$ cat src/rtl/dsp_pkg.sv
// Shared definitions for the DSP multiply / multiply-accumulate primitive.
package dsp_pkg;

  // Mode encodings carried on the m input.
  localparam logic MODE_MUL = 1'b0;
  localparam logic MODE_MAC = 1'b1;

  // Legal parameter combination check for dsp_mac_pipelined.
  function automatic bit params_ok(int unsigned data_width, int unsigned acc_width,
                                   int unsigned in_stages, int unsigned out_reg);
    return (data_width >= 2) && (data_width % 2 == 0) && (acc_width >= data_width) &&
           (in_stages <= 4) && (out_reg <= 1);
  endfunction

endpackage

$ cat src/rtl/dsp_pipe_reg.sv
// W-bit delay line with clock enable and synchronous active-low reset.
// DEPTH=0 degenerates to a plain wire.
module dsp_pipe_reg #(
  parameter int unsigned W     = 1,
  parameter int unsigned DEPTH = 1
) (
  input  logic         clk,
  input  logic         rst_n,
  input  logic         ce,
  input  logic [W-1:0] d,
  output logic [W-1:0] q
);

  if (DEPTH == 0) begin : g_wire
    assign q = d;
  end else begin : g_regs
    logic [W-1:0] stage_q [DEPTH];

    // Shift the word one stage per enabled cycle; reset empties the line.
    always_ff @(posedge clk) begin
      if (!rst_n) begin
        for (int i = 0; i < int'(DEPTH); i++) stage_q[i] <= '0;
      end else if (ce) begin
        stage_q[0] <= d;
        for (int i = 1; i < int'(DEPTH); i++) stage_q[i] <= stage_q[i-1];
      end
    end

    assign q = stage_q[DEPTH-1];
  end

endmodule

$ cat src/rtl/dsp_mac_pipelined.sv
// Unsigned multiply / multiply-accumulate with configurable input pipeline,
// self-fed accumulator, optional output register, valid tracking and sticky overflow.
module dsp_mac_pipelined
  import dsp_pkg::*;
#(
  parameter int unsigned DATA_WIDTH = 4,
  parameter int unsigned ACC_WIDTH  = 8,
  parameter int unsigned IN_STAGES  = 1,
  parameter int unsigned OUT_REG    = 1
) (
  input  logic                    clk,
  input  logic                    rst_n,
  input  logic                    ce,
  input  logic                    in_valid,
  input  logic [DATA_WIDTH/2-1:0] a,
  input  logic [DATA_WIDTH/2-1:0] b,
  input  logic                    m,
  input  logic                    acc_clr,
  output logic                    out_valid,
  output logic [ACC_WIDTH-1:0]    out,
  output logic                    overflow
);

  localparam int unsigned HALF   = DATA_WIDTH / 2;
  localparam int unsigned WORD_W = 2 * HALF + 3;

  if (!params_ok(DATA_WIDTH, ACC_WIDTH, IN_STAGES, OUT_REG)) begin : g_bad_params
    $error("dsp_mac_pipelined: illegal parameter combination");
  end

  // Input stages: all beat fields travel together as one word.
  logic [WORD_W-1:0] in_word;
  logic [WORD_W-1:0] stg_word;
  logic              stg_valid;
  logic              stg_m;
  logic              stg_clr;
  logic [HALF-1:0]   stg_a;
  logic [HALF-1:0]   stg_b;

  assign in_word = {in_valid, m, acc_clr, a, b};

  dsp_pipe_reg #(
    .W    (WORD_W),
    .DEPTH(IN_STAGES)
  ) u_in_pipe (
    .clk  (clk),
    .rst_n(rst_n),
    .ce   (ce),
    .d    (in_word),
    .q    (stg_word)
  );

  assign {stg_valid, stg_m, stg_clr, stg_a, stg_b} = stg_word;

  // Product and accumulate datapath.
  logic [DATA_WIDTH-1:0] prod;
  logic [ACC_WIDTH-1:0]  prod_ext;
  logic [ACC_WIDTH-1:0]  acc_base;
  logic [ACC_WIDTH:0]    sum;

  logic [ACC_WIDTH-1:0]  acc_q;
  logic                  acc_ovf_q;
  logic                  acc_valid_q;

  // Multiply, then add onto the (optionally cleared) accumulator with carry-out.
  always_comb begin
    prod     = {{HALF{1'b0}}, stg_a} * {{HALF{1'b0}}, stg_b};
    prod_ext = ACC_WIDTH'(prod);
    acc_base = stg_clr ? '0 : acc_q;
    sum      = {1'b0, acc_base} + {1'b0, prod_ext};
  end

  // Accumulator stage: bubbles advance the valid but leave acc and overflow alone.
  always_ff @(posedge clk) begin
    if (!rst_n) begin
      acc_q       <= '0;
      acc_ovf_q   <= 1'b0;
      acc_valid_q <= 1'b0;
    end else if (ce) begin
      acc_valid_q <= stg_valid;
      if (stg_valid) begin
        if (stg_m == MODE_MAC) begin
          acc_q     <= sum[ACC_WIDTH-1:0];
          // Sticky carry; acc_clr restarts it before this beat's add is folded in.
          acc_ovf_q <= (stg_clr ? 1'b0 : acc_ovf_q) | sum[ACC_WIDTH];
        end else begin
          acc_q     <= prod_ext;
          acc_ovf_q <= 1'b0;
        end
      end
    end
  end

  if (OUT_REG != 0) begin : g_out_reg
    logic [ACC_WIDTH-1:0] out_q;
    logic                 out_ovf_q;
    logic                 out_valid_q;

    // Output register: captures the acc stage only on valid beats so out holds otherwise.
    always_ff @(posedge clk) begin
      if (!rst_n) begin
        out_q       <= '0;
        out_ovf_q   <= 1'b0;
        out_valid_q <= 1'b0;
      end else if (ce) begin
        out_valid_q <= acc_valid_q;
        if (acc_valid_q) begin
          out_q     <= acc_q;
          out_ovf_q <= acc_ovf_q;
        end
      end
    end

    assign out       = out_q;
    assign overflow  = out_ovf_q;
    assign out_valid = out_valid_q;
  end else begin : g_out_direct
    assign out       = acc_q;
    assign overflow  = acc_ovf_q;
    assign out_valid = acc_valid_q;
  end

endmodule
$ cat config.mk
export PLATFORM = sky130hd
export DESIGN_NAME = dsp_mac_pipelined
export DESIGN_NICKNAME = d
export VERILOG_FILES = /design/src/rtl/dsp_pkg.sv /design/src/rtl/dsp_pipe_reg.sv /design/src/rtl/dsp_mac_pipelined.sv
export SDC_FILE = /design/constraint.sdc
export NUM_CORES = 1
export LEC_CHECK = 0
export BUFFER_PORTS_ARGS = -buffer_cell sky130_fd_sc_hd__buf_4
export CORE_ASPECT_RATIO = 2
export CORE_MARGIN = 2
export CORE_UTILIZATION = 50
export DETAILED_ROUTE_END_ITERATION = 10
export HOLD_SLACK_MARGIN = 0.03
export PLACE_DENSITY = 0.81
export SLEW_MARGIN = 20
export SYNTH_ARGS = -nofsm -noshare
export SYNTH_HDL_FRONTEND = slang
export SYNTH_SLANG_ARGS = --single-unit
$ cat constraint.sdc
create_clock -name clk -period 2.17 [get_ports clk]
set_input_delay 0.434 -clock clk [delete_from_list [all_inputs] [get_ports clk]]
set_output_delay 0.434 -clock clk [all_outputs]
set_load 0.005 [all_outputs]
==> metrics.txt <==
Vias/cell about 5.7; CP Data Arrival Time roughly 2.3 ns; Layout Cells excl Fill 200; Hold Path Class flop to flop; cell row count 27; area of the multi-input gates roughly 810 um^2; final core occ 62.8%; Startpoint Class flop; initial core utilization a little over half; Die ar. around 3300 um^2; Final Critical Period ~2.1 ns; CP Class flop to flop; Routed Antenna Nets 0; total power 0.955 mW; GPL Wtd Cong a little over 0.8; clock buffer count from CTS 3; Post-CTS Setup Inserts 0; Leakage roughly 0.70 nW; placed cell count a little under 200; FF+latch area 611 um^2; first-pass GRT wire length ~5100 um; status finished clean; power density over the cells 563 nW/um^2; Async SR Flop Fraction 0%; total number of vias between 1000 and 1500; Syn Area/Cell between 9 and 10 um^2; Final nets ~190; Relative slew margins approximately 73%; # port buffers 19; Seq/Total Area, Yosys between 40% and 50%; Ports 20; endpoints failing hold 0; Post-Route Setup TNS 0 ns; initial DRC count 35; global routing usage on met1 between 20% and 30%; post-synth top area share around 28%; Gate Count Post-Synth ~150; core area 2700 um^2; GRT overflow 0; top cell family by delay on the critical path compound AO/OA/AOI/OAI gates; GRT Max-Usage Layer met2; Synth area leaders dfxtp_1 (28%), edfxtp_1 (15%), nand2_1 (8.0%); die height 79.1 um; pin count of the biggest net entering global routing 32; Post-CTS Hold Fix Bufs 0; Die W around 42 um; Yosys reg bits 27; initial antenna violation count 0; Ys Warns 0; top_reg_cell synth dfxtp_1; Synth top cells by count nand2_1 (30), dfxtp_1 (20), a21boi_1 (14); area leader, netlist dfxtp_1; Mapped Area approximately 1400 um^2; Peak Freq 472 MHz; fillers 238; Post-synth EDFFs 7; Tcrit/Tclk final 97.7%; worst-path fanout max 3; total track usage 19.6%; DRC Markers 0; drt wl/cell 14.8 um; clk slew on worst S/H paths about 0.1 ns; Syn Nets 169; slowest CP cell edfxtp_1; worst path bufs/invs 0; hold slack 0.457 ns; diodes inserted 0; clk_lat worst skew between 0.2 and 0.3 ns; CTS H-tree depth 1; maximum vdd ir drop 0.000526 V; share of cells above drive strength 1 22.8%; clk sinks 27; most common cell in the synthesized netlist nand2_1; dpl hpwl about 2200 um; CTS root buffer clkbuf_8; crit end category flop; First-pass DRT Iterations 4; count of final setup violators 0; Worst-Margin Slew 0.411 ns; Worst Skew about 0.0035 ns; CP required ~2.4 ns; CP peak stage delay 0.41 ns; synth unique cells 36; CTS Buffer Depth 2; vias in the first global route about 1200; met2 Use GR a little under two fifths; Layout area overhead 20.4%; met3 GRT Util roughly 2.3%; Cell Chain, Critical Path and2_1 -> ha_4 -> ha_1 -> a211oi_4 -> o21bai_2 -> nor4bb_2 -> o31a_1; WL final 2960 um; CTS tree built; max-slew violations 0; number of max-cap violations 0
cells in the final DEF (no fill, tap or decap), drive strengths merged, types with 2 or more instances in the layout:
cell type,count
nor2b,4
nand4b,2
and2,6
inv,6
nor2,5
ha,6
edfxtp,7
nand2,30
buf,23
o211ai,2
nand3,3
o211a,2
nor3b,3
a21boi,14
a21oi,5
nand2b,5
dfxtp,20
o21ai,4
and3,7
o21bai,2
o31a,2
clkbuf,3
repair_timing:
action | 4_1_cts | 5_1_grt
endpoints found under the setup margin | 5 | 6
resized for setup | 3 | 6
pin swaps | 1 | 2
path summary, 6_finish.rpt:
kind                             startpoint  endpoint  slack [ns]  cells past startpoint
min reg2reg                          out[6]    out[6]        0.46                      2
max          u_in_pipe.g_regs.stage_q[0][2]  acc_q[5]        0.05                      7
min                                  out[6]    out[6]        0.46                      2
max reg2reg  u_in_pipe.g_regs.stage_q[0][2]  acc_q[5]        0.05                      7
report_power, final:
group / internal (mW) / total (mW) / switching (mW)
combinational: 0.0520 / 0.108 / 0.0560
sequential: 0.533 / 0.546 / 0.0136
clock: 0.132 / 0.300 / 0.169
layout make-up:
class,instances,share of cell area [%]
clock buffers,3,2.43
clock inverters,1,0.369
inverters,5,1.11
multi-input cells,112,47.8
flip-flops and latches,27,36.0
well taps,29,2.14
repair buffers,23,10.2
worst min-delay path, delay by kind of cell, from the launching register on:
| kind | cells | cell delay, ns |
|---|---|---|
| and+or+nand+nor | 1 | 0.05 |
| AOI/OAI and AO/OA | 1 | 0.05 |
| DFF | 1 | 0.32 |
per-layer routing:
metal / wire length [um] / part of all wire, %
met1: 1090 / 37
met2: 1750 / 59
met3: 57 / 1.9
met4: 59 / 2.0
met5: 0 / 0
per-stage QoR:
stage	area (um^2)	setup slack (ns)
after global routing	1700	-0.0135
final	1700	0.0501
after global placement	1580	0.0185
after floorplan	1410	0.0561
after detailed placement	1580	-0.0679
after CTS	1650	-0.00264
kinds of logic (layout without fill, tap and decap cells):
| group | after synthesis | in the layout | synth area share [%] |
|---|---|---|---|
| xor gates and xnor gates | 2 | 2 | 1.24 |
| AOI/OAI and AO/OA | 35 | 35 | 19.3 |
| buffers and inverters | 13 | 32 | 3.73 |
| DFF | 27 | 27 | 43.3 |
| adders and majority gates | 7 | 7 | 6.75 |
| and+or+nand+nor | 67 | 67 | 25.0 |
| muxes | 1 | 1 | 0.711 |
Note: power is estimated with default switching activity, not from simulation.
